===== config.mk =====
export PLATFORM = sky130hd
export DESIGN_NAME = gpout_bank_flat
export DESIGN_NICKNAME = d
export VERILOG_FILES = /design/src/rtl/gpout_bank_if.sv /design/src/rtl/gpout_bank.sv /design/src/flat_wrapper.sv
export SDC_FILE = /design/constraint.sdc
export NUM_CORES = 1
export LEC_CHECK = 0
export ABC_AREA = 0
export ABC_CLOCK_PERIOD_IN_PS = 6900
export CAP_MARGIN = 15
export CORE_ASPECT_RATIO = 2
export CORE_MARGIN = 5
export CORE_UTILIZATION = 27
export CTS_CLUSTER_SIZE = 28
export DETAILED_ROUTE_END_ITERATION = 12
export PLACE_DENSITY = 0.48
export SYNTH_ARGS = -nofsm -noshare
export SYNTH_HDL_FRONTEND = slang
export SYNTH_SLANG_ARGS = --single-unit
export TNS_END_PERCENT = 50

===== constraint.sdc =====
create_clock -name clk -period 6.9 [get_ports clk]
set_clock_uncertainty 0.2 [all_clocks]
set_input_delay 1.035 -clock clk [delete_from_list [all_inputs] [get_ports clk]]
set_output_delay 1.035 -clock clk [all_outputs]
set_load 0.01 [all_outputs]

===== src/rtl/gpout_bank_if.sv =====
// Configuration port of gpout_bank: shadow-register write fields plus the commit request.
// The master drives every field; gpout_bank only samples them on clk edges.
interface gpout_bank_if #(
    parameter int SEL_W = 6,
    parameter int DIV_W = 8
);
    logic             i_cfg_we;
    logic [3:0]       i_cfg_chan;
    logic [SEL_W-1:0] i_cfg_sel;
    logic [1:0]       i_cfg_mode;
    logic [DIV_W-1:0] i_cfg_div;
    logic             i_cfg_commit;

    modport master (
        output i_cfg_we, i_cfg_chan, i_cfg_sel, i_cfg_mode, i_cfg_div, i_cfg_commit
    );

    modport slave (
        input i_cfg_we, i_cfg_chan, i_cfg_sel, i_cfg_mode, i_cfg_div, i_cfg_commit
    );
endinterface


===== src/rtl/gpout_bank.sv =====
// gpout_bank: bank of debug outputs, each selecting one source with a DIRECT/REG/STRETCH/CLKDIV mode.
// Optional `GPOUT_SYNC_COMMIT_EN: a pending commit applies only on an edge where i_sync=1.
module gpout_bank #(
    parameter int CHANNELS = 6,
    parameter int SEL_W    = 6,
    parameter int DIV_W    = 8
) (
    input  logic                clk,
    input  logic                reset_n,
    input  logic [2**SEL_W-1:0] i_src,
    gpout_bank_if.slave         cfg,
    input  logic                i_sync,
    output logic                o_cfg_pending,
    output logic [CHANNELS-1:0] o_gpout
);
    localparam logic [1:0] MODE_DIRECT  = 2'd0;
    localparam logic [1:0] MODE_REG     = 2'd1;
    localparam logic [1:0] MODE_STRETCH = 2'd2;
    localparam logic [1:0] MODE_CLKDIV  = 2'd3;

    // Config bus is strobe-only: a field set is consumed on any edge where i_cfg_we=1,
    // a commit on any edge where i_cfg_commit=1; there is no backpressure.
    logic r_pending;
    logic w_apply;

`ifdef GPOUT_SYNC_COMMIT_EN
    assign w_apply = r_pending & i_sync;
`else
    logic w_unused_sync;
    assign w_unused_sync = i_sync;
    assign w_apply       = r_pending;
`endif

    // A commit on the apply edge re-arms rather than being lost.
    always_ff @(posedge clk or negedge reset_n) begin
        if (!reset_n) begin
            r_pending <= 1'b0;
        end else if (cfg.i_cfg_commit) begin
            r_pending <= 1'b1;
        end else if (w_apply) begin
            r_pending <= 1'b0;
        end
    end

    assign o_cfg_pending = r_pending;

    for (genvar g = 0; g < CHANNELS; g++) begin : g_chan
        logic [SEL_W-1:0] r_sh_sel;
        logic [1:0]       r_sh_mode;
        logic [DIV_W-1:0] r_sh_div;
        logic [SEL_W-1:0] r_act_sel;
        logic [1:0]       r_act_mode;
        logic [DIV_W-1:0] r_act_div;
        logic [DIV_W:0]   r_cnt;
        logic             r_q;
        logic             r_s_q;
        logic             w_s;
        logic             w_rise;
        logic             w_wr;
        logic             w_out;

        // Channel numbers >= CHANNELS match no generate instance, so such writes drop out.
        assign w_wr   = cfg.i_cfg_we && (cfg.i_cfg_chan == 4'(g));
        assign w_s    = i_src[r_act_sel];
        assign w_rise = w_s & ~r_s_q;

        always_ff @(posedge clk or negedge reset_n) begin
            if (!reset_n) begin
                r_sh_sel  <= '0;
                r_sh_mode <= MODE_DIRECT;
                r_sh_div  <= '0;
            end else if (w_wr) begin
                r_sh_sel  <= cfg.i_cfg_sel;
                r_sh_mode <= cfg.i_cfg_mode;
                r_sh_div  <= cfg.i_cfg_div;
            end
        end

        // Active takes the pre-edge shadow, so a write on the apply edge waits for the next commit.
        always_ff @(posedge clk or negedge reset_n) begin
            if (!reset_n) begin
                r_act_sel  <= '0;
                r_act_mode <= MODE_DIRECT;
                r_act_div  <= '0;
            end else if (w_apply) begin
                r_act_sel  <= r_sh_sel;
                r_act_mode <= r_sh_mode;
                r_act_div  <= r_sh_div;
            end
        end

        always_ff @(posedge clk or negedge reset_n) begin
            if (!reset_n) begin
                r_cnt <= '0;
                r_q   <= 1'b0;
                r_s_q <= 1'b0;
            end else if (w_apply) begin
                r_cnt <= '0;
                r_q   <= 1'b0;
                r_s_q <= 1'b0;
            end else begin
                r_s_q <= w_s;
                case (r_act_mode)
                    MODE_REG: begin
                        r_q <= w_s;
                    end
                    MODE_STRETCH: begin
                        if (w_rise) begin
                            r_cnt <= {1'b0, r_act_div} + (DIV_W+1)'(1);
                        end else if (r_cnt != '0) begin
                            r_cnt <= r_cnt - (DIV_W+1)'(1);
                        end
                    end
                    MODE_CLKDIV: begin
                        if (!w_s) begin
                            r_cnt <= '0;
                            r_q   <= 1'b0;
                        end else if (r_cnt == {1'b0, r_act_div}) begin
                            r_cnt <= '0;
                            r_q   <= ~r_q;
                        end else begin
                            r_cnt <= r_cnt + (DIV_W+1)'(1);
                        end
                    end
                    default: begin
                    end
                endcase
            end
        end

        always_comb begin
            w_out = w_s;
            case (r_act_mode)
                MODE_DIRECT:  w_out = w_s;
                MODE_REG:     w_out = r_q;
                MODE_STRETCH: w_out = (r_cnt != '0);
                MODE_CLKDIV:  w_out = r_q;
                default:      w_out = w_s;
            endcase
        end

        assign o_gpout[g] = w_out;
    end
endmodule


===== src/flat_wrapper.sv =====
// flat-port wrapper written by rule: the top's interface ports become plain ports
module gpout_bank_flat 
#(
    parameter int CHANNELS = 6,
    parameter int SEL_W    = 6,
    parameter int DIV_W    = 8
)
  (clk, reset_n, i_src, i_sync, o_cfg_pending, o_gpout, cfg_i_cfg_we, cfg_i_cfg_chan, cfg_i_cfg_sel, cfg_i_cfg_mode, cfg_i_cfg_div, cfg_i_cfg_commit);
  gpout_bank_if #(.SEL_W(SEL_W), .DIV_W(DIV_W)) cfg_i ();
  input  logic clk;
  input  logic reset_n;
  input  logic [2**SEL_W-1:0] i_src;
  input  logic i_sync;
  output logic o_cfg_pending;
  output logic [CHANNELS-1:0] o_gpout;
  input wire logic [$bits(cfg_i.i_cfg_we)-1:0] cfg_i_cfg_we;
  input wire logic [$bits(cfg_i.i_cfg_chan)-1:0] cfg_i_cfg_chan;
  input wire logic [$bits(cfg_i.i_cfg_sel)-1:0] cfg_i_cfg_sel;
  input wire logic [$bits(cfg_i.i_cfg_mode)-1:0] cfg_i_cfg_mode;
  input wire logic [$bits(cfg_i.i_cfg_div)-1:0] cfg_i_cfg_div;
  input wire logic [$bits(cfg_i.i_cfg_commit)-1:0] cfg_i_cfg_commit;
  assign cfg_i.i_cfg_we = cfg_i_cfg_we;
  assign cfg_i.i_cfg_chan = cfg_i_cfg_chan;
  assign cfg_i.i_cfg_sel = cfg_i_cfg_sel;
  assign cfg_i.i_cfg_mode = cfg_i_cfg_mode;
  assign cfg_i.i_cfg_div = cfg_i_cfg_div;
  assign cfg_i.i_cfg_commit = cfg_i_cfg_commit;
  gpout_bank #(.CHANNELS(CHANNELS), .SEL_W(SEL_W), .DIV_W(DIV_W)) u_core (.clk(clk), .reset_n(reset_n), .i_src(i_src), .cfg(cfg_i), .i_sync(i_sync), .o_cfg_pending(o_cfg_pending), .o_gpout(o_gpout));
endmodule

==> impl_metrics.json, run 1 <==
{
  "power_density_nw_per_um2": 373,
  "seq_area_frac_synth": 0.366,
  "crit_buf_inv": 3,
  "die_h_um": 372,
  "maxSlewHeadroom": 0.154,
  "power.leakage_nw": 8.16,
  "internal_power_mw": 4.53,
  "cts.path.max_buffers": 3,
  "synthToLayoutAreaGrowth_pct": 14.6,
  "synth_cells": 1733,
  "dpl.hpwl_um": 36900,
  "max_freq_mhz": 177,
  "setup_tns_ns": 0,
  "ys_async_sr_fraction": 1.00,
  "p_seq_frac": 0.352,
  "cp.arrival_ns": 4.40,
  "start_kind": "primary input",
  "avgRoutedWirePerCell_um": 20.1,
  "antenna_left": 0,
  "tritoncts": "yes",
  "setup_viol": 0,
  "slew_violations": 0,
  "vias": 13700,
  "critPathMaxStageDelay_ns": 0.66,
  "fin_nets": 1863,
  "syn_nets": 1841,
  "syn_area_um2": 17700,
  "dieWidth_um": 191,
  "design_area_um2": 20300,
  "clock_power_share": 0.201,
  "net-switching-power_mw": 3.03,
  "cp_cell_sequence": "clkdlybuf4s50_1 > mux2i_1 > a22o_1 > a2111oi_0 > a2111oi_1 > buf_4 > or2_2 > nor2_1 > a21oi_1 > o21ai_0 > clkdlybuf4s50_1",
  "pin_count": 96,
  "cts.hold.buffers_added": 0,
  "critPathTopFamily": "buffers and inverters",
  "rows": 133,
  "track_usage": 0.147,
  "drt-total-wl_um": 53300,
  "status": "finished, final reports clean",
  "rrSetupSlack_ns": 2.55,
  "crit_type": "primary input to output port",
  "post_cts_buffers": 0,
  "first_global_vias": 13700,
  "post-route-period-util": 0.817,
  "grt_overflow": 0,
  "drc": 0,
  "gp_congestion": 0.892,
  "synth_edf_count": 0,
  "start_util": 0.271,
  "endpoint_kind": "output port",
  "worstMarginPinSlew_ns": 1.25,
  "synth_cell_types": 74,
  "dieArea_um2": 71100,
  "cts.htree.levels": 1,
  "layout_common_cells": "dfrtp_1 (257), mux2_2 (188), mux2i_1 (162), nand2_1 (109), clkdlybuf4s50_1 (93)",
  "synth_warnings": 0,
  "io_buffers": 94,
  "cp.required_ns": 5.66,
  "drt_iter0_markers": 887,
  "synth_seq_cells": 259,
  "cts_inserted_buffers": 29,
  "syn_avg_cell_area_um2": 10.2,
  "antenna_found_initial": 2,
  "grt_max_degree": 118,
  "dpl_cell_area_um2": 19300,
  "clock_latency_ns": 0.55,
  "final_common_cell": "dfrtp_1",
  "cts.clk_slew.worst_paths_ns": 0.06,
  "drive_gt1_frac": 0.176,
  "cts.sinks": 259,
  "cp_max_fo": 6,
  "cap_violations": 0,
  "cts_resized": 0,
  "max-vdd-ir-drop_mv": 0.254,
  "grt_pass1_wl_um": 83500,
  "switching_share": 0.401,
  "worstHoldPathType": "primary input to async pin",
  "pwr-share-comb": 0.448,
  "slowest_stage": "clkdlybuf4s50_1",
  "rsz0062_at_grt": "false",
  "synth-main-ff-cell": "dfrtp_1",
  "cts-root-buf": "clkbuf_16",
  "finalCriticalPeriod_ns": 5.64,
  "core_um2": 65400,
  "hold_viol": 0,
  "critPathMostFrequentCell": "clkdlybuf4s50_1",
  "firstDrtPassIters": 5,
  "viasPerCell": 5.18
}
-- per-stage QoR --
stage	utilization	instances	hold slack [ns]	power (mW)	setup slack, ns
after CTS	0.310	2651	0.270	7.63	1.29
after detailed placement	0.296	2600	0.265	6.06	1.31
after floorplan	-	1733	0.248	5.22	2.97
final	0.310	2653	0.267	7.56	1.26
after global placement	0.296	2600	0.257	6.04	1.24
after global routing	0.310	2652	0.300	8.12	1.07
-- synth_stat cells (11+ instances only) --
cell	n	area, µm²
clkbuf_1	76	285
o32ai_1	15	131
nand4_1	18	113
inv_1	51	191
a21oi_1	50	250
xor2_1	30	263
a22o_1	26	228
and3_1	32	200
a211oi_1	11	82.6
nor3_1	29	145
mux2_2	188	2120
dfrtp_1	259	6480
nand2b_1	28	175
a22oi_1	34	255
mux4_2	35	788
a32oi_1	13	114
nor2b_1	22	138
or3_1	14	87.6
ha_1	19	238
nor2_1	58	218
and2_1	11	68.8
xnor2_1	90	788
o31ai_1	26	195
buf_2	25	125
nand2_1	109	409
nand3_1	83	415
o21ai_0	59	295
buf_4	17	128
mux2i_1	162	1620
-- layout make-up --
class / count / area (µm²)
tap: 877 / 1100
multi-input combinational: 1294 / 10400
fill: 6748 / 45100
sequential: 259 / 6490
inverter: 52 / 195
clock buffer: 44 / 862
antenna: 1 / 2.50
clock inverter: 7 / 70.1
timing repair buffer: 119 / 1150
-- sequential cells by signal (all words and copies together), names as in the netlist --
signal and cells:
u_core.g_chan.r_act_div 48, u_core.g_chan.r_act_mode 12, u_core.g_chan.r_sh_mode 12, u_core.g_chan.r_cnt 54
u_core.g_chan.r_sh_div 48, u_core.g_chan.r_sh_sel 36, u_core.o_cfg_pending 1, u_core.g_chan.r_q 6
u_core.g_chan.r_s_q 6, u_core.g_chan.r_act_sel 36
-- final timing paths --
check | endpoint | cells past startpoint | start
max | o_gpout[0] | 11 | i_src[5]
min in group clk | u_core.g_chan[1].r_act_sel[4]$_DFFE_PN0P_ | 2 | u_core.g_chan[1].r_sh_sel[4]$_DFFE_PN0P_
max reg2reg | u_core.g_chan[5].r_cnt[7]$_DFFE_PN0P_ | 11 | u_core.g_chan[5].r_act_sel[2]$_DFFE_PN0P_
min | u_core.g_chan[5].r_act_sel[1]$_DFFE_PN0P_ | 1 | reset_n
max in group asynchronous | u_core.o_cfg_pending$_DFF_PN0_ | 2 | reset_n
min reg2reg | u_core.g_chan[1].r_act_sel[4]$_DFFE_PN0P_ | 2 | u_core.g_chan[1].r_sh_sel[4]$_DFFE_PN0P_
-- worst reg2reg max path, cell delays in order (launching register included) --
cell and delay, ns:
dfrtp_1 0.99, buf_4 0.36, mux2i_1 0.09, a22oi_1 0.21, a211oi_1 0.11, o41ai_2 0.36
o31ai_2 0.12, buf_4 0.21, nor2_1 0.84, o22a_1 0.44, o21ai_0 0.14, a22o_1 0.20
-- routing by layer --
metal  wire length [µm]  up-vias  part of all wire  GRT usage
li1                   -     6476                 -          -
met1              24800     6839              0.47      0.211
met2              24700      352              0.46      0.238
met3               2530       77             0.047     0.0167
met4               1290        0             0.024     0.0362
met5                  0        -                 0          0
-- cell families after synthesis --
| group | count (synthesis) | synth area share |
|---|---|---|
| DFF | 259 | 0.366 |
| and+or+nand+nor | 453 | 0.134 |
| muxes | 385 | 0.256 |
| buffers and inverters | 180 | 0.0461 |
| adders and majority gates | 19 | 0.0134 |
| AOI/OAI and AO/OA | 317 | 0.126 |
| xor gates and xnor gates | 120 | 0.0593 |
-- power groups by stage --
stage               combinational, mW  clock (mW)  sequential, mW
floorplan                        2.99           0            2.23
global placement                 3.37           0            2.67
detailed placement               3.39           0            2.68
CTS                              3.41        1.57            2.65
global route                     3.76        1.63            2.74
finish                           3.38        1.52            2.66
(Power assumes the default switching activity.)
==> run 2: changes to the inputs <==
--- a/config.mk
+++ b/config.mk
@@ -6,14 +6,14 @@
 export NUM_CORES = 1
 export LEC_CHECK = 0
 export ABC_AREA = 0
-export ABC_CLOCK_PERIOD_IN_PS = 6900
+export ABC_CLOCK_PERIOD_IN_PS = 5000
 export CAP_MARGIN = 15
 export CORE_ASPECT_RATIO = 2
 export CORE_MARGIN = 5
 export CORE_UTILIZATION = 27
 export CTS_CLUSTER_SIZE = 28
 export DETAILED_ROUTE_END_ITERATION = 12
-export PLACE_DENSITY = 0.48
+export PLACE_DENSITY = 0.5
 export SYNTH_ARGS = -nofsm -noshare
 export SYNTH_HDL_FRONTEND = slang
 export SYNTH_SLANG_ARGS = --single-unit
==> constraint.sdc (replaced) <==
create_clock -name clk -period 5 [get_ports clk]
set_clock_uncertainty 0.2 [all_clocks]
set_input_delay 0.75 -clock clk [delete_from_list [all_inputs] [get_ports clk]]
set_output_delay 0.75 -clock clk [all_outputs]
set_load 0.01 [all_outputs]
==> run 2 against run 1 <==
Effect of this change: critical path depth is 1 higher; total power is 41% higher; utilization is 0.56 points higher; non-clock buffer count is 38 higher; count of clock-buffer cells in the layout is 8 lower; design area is 1.8% higher; final cell count is 1.6% higher; worst hold slack worse by 0.25 ns; register-to-register slack worse by 1.6 ns; clock power is 44% higher.
==> impl_metrics.json, run 2 (same netlist as run 1, synthesis figures left out) <==
{
  "status": "finished, final reports clean",
  "maxSlewHeadroom": 0.296,
  "p_seq_frac": 0.348,
  "die_h_um": 372,
  "dieWidth_um": 191,
  "avgRoutedWirePerCell_um": 20.0,
  "cts-root-buf": "clkbuf_16",
  "worstMarginPinSlew_ns": 1.05,
  "largestRegisters": "u_core.g_chan.r_cnt (54), u_core.g_chan.r_act_div (48), u_core.g_chan.r_sh_div (48)",
  "multi_input_area_um2": 10400,
  "slew_violations": 0,
  "track_usage": 0.149,
  "cts.hold.buffers_added": 0,
  "power_mw": 10.6,
  "cts.path.max_buffers": 3,
  "n_fill_cell": 6729,
  "final-seq-area_um2": 6490,
  "crit_type": "primary input to output port",
  "slowest_stage": "clkdlybuf4s50_1",
  "setup_tns_ns": 0,
  "post-route-period-util": 0.970,
  "fin_nets": 1901,
  "grt_max_degree": 97,
  "worstHoldPathType": "primary input to async pin",
  "fin_cells": 2695,
  "fin_util": 0.316,
  "post_cts_buffers": 0,
  "switching_share": 0.398,
  "top_register": "u_core.g_chan.r_cnt",
  "dpl_cell_area_um2": 19700,
  "largest_reg_flops": 54,
  "pwr-share-comb": 0.446,
  "dieArea_um2": 71100,
  "firstDrtPassIters": 5,
  "drt_iter0_markers": 918,
  "max-vdd-ir-drop_mv": 0.290,
  "rrSetupSlack_ns": 0.91,
  "start_util": 0.271,
  "cts.clk_slew.worst_paths_ns": 0.07,
  "net-switching-power_mw": 4.24,
  "layout_common_cells": "dfrtp_1 (255), mux2_2 (188), mux2i_1 (162), nand2_1 (109), clkdlybuf4s50_1 (93)",
  "crit_start": "i_src[4]",
  "cp_cell_sequence": "clkdlybuf4s50_1 > mux2i_1 > a22o_1 > a2111oi_0 > a2111oi_1 > buf_4 > or2_2 > nor2_1 > a21oi_1 > o21ai_1 > buf_4 > clkdlybuf4s50_1",
  "drc": 0,
  "grt_overflow": 0,
  "cp_max_fo": 5,
  "synthToLayoutAreaGrowth_pct": 16.6,
  "first_global_vias": 14000,
  "design_area_um2": 20700,
  "power_density_nw_per_um2": 515,
  "max_freq_mhz": 206,
  "cts.htree.levels": 1,
  "antenna_left": 0,
  "grt_pass1_wl_um": 84500,
  "r2r_end": "u_core.g_chan[2].r_cnt[5]$_DFFE_PN0P_",
  "viasPerCell": 5.20,
  "rows": 133,
  "internal_power_mw": 6.40,
  "power.leakage_nw": 8.38,
  "vias": 14000,
  "r2r_start": "u_core.g_chan[2].r_act_sel[0]$_DFFE_PN0P_",
  "cp.required_ns": 4.05,
  "cts_inserted_buffers": 29,
  "drt-total-wl_um": 53900,
  "start_kind": "primary input",
  "cp.arrival_ns": 3.90,
  "core_um2": 65400,
  "ff2ff_path_depth": 10,
  "dp.cells": 2639,
  "clock_power_share": 0.206,
  "rsz0062_at_grt": "false",
  "endpoint_kind": "output port",
  "io_buffers": 94,
  "cap_violations": 0,
  "hold_viol": 0,
  "drive_gt1_frac": 0.199,
  "clock_latency_ns": 0.55,
  "tritoncts": "yes",
  "gp_congestion": 0.943,
  "dpl.hpwl_um": 37700,
  "pin_count": 96,
  "antenna_found_initial": 0,
  "final_common_cell": "dfrtp_1",
  "cts.sinks": 259,
  "finalCriticalPeriod_ns": 4.85,
  "critPathMaxStageDelay_ns": 0.61,
  "setup_viol": 0
}
-- run 2: worst max-delay path by stage --
| stage | to | slack, ns |
|---|---|---|
| floorplan | o_gpout[4] | 1.64 |
| CTS | o_gpout[0] | 0.04 |
| detailed placement | o_gpout[0] | 0.08 |
| global placement | o_gpout[0] | 0.04 |
| global route | o_gpout[0] | 0.002 |
| finish | o_gpout[0] | 0.15 |
-- run 2: critical path, delay by kind of cell --
family	cells	cell delay [ns]
muxes	1	0.12
buffers and inverters	4	1.50
and+or+nand+nor	2	0.44
AOI/OAI and AO/OA	5	1.09
-- run 2: timing repair --
action | CTS | global route
endpoints found under the setup margin | 1 | 2
resized for setup | 1 | 3
cloned | 0 | 0
-- run 2: per-stage QoR --
stage,hold slack [ns],worst slack (ns)
CTS,0.0530,0.0394
floorplan,0.248,1.64
global route,0.0834,0.00190
finish,0.0154,0.151
global placement,0.260,0.0363
detailed placement,0.267,0.0794
-- run 2: cell type report --
| class | instances | share of cell area |
|---|---|---|
| Timing Repair Buffer | 157 | 0.0699 |
| Sequential cell | 259 | 0.314 |
| Multi-Input combinational cell | 1294 | 0.505 |
| Clock buffer | 36 | 0.0393 |
| Antenna cell | 5 | 0.000606 |
| Inverter | 52 | 0.00945 |
| Clock inverter | 15 | 0.00824 |
| Tap cell | 877 | 0.0531 |
-- run 2: layer usage --
layer  track usage  wire length [µm]  share of wire  vias up
li1              -                 -              -     6539
met1         0.215             25200           0.47     7020
met2         0.229             23900           0.44      360
met3        0.0186              2560          0.048       93
met4        0.0561              2210          0.041        0
met5             0                 0              0        -
-- run 2: power groups by stage --
stage / clock network (mW) / registers [mW] / logic [mW]
floorplan: 0 / 3.08 / 4.12
global placement: 0 / 3.73 / 4.73
detailed placement: 0 / 3.73 / 4.75
CTS: 2.28 / 3.70 / 4.77
global route: 2.36 / 3.83 / 5.28
finish: 2.19 / 3.71 / 4.75
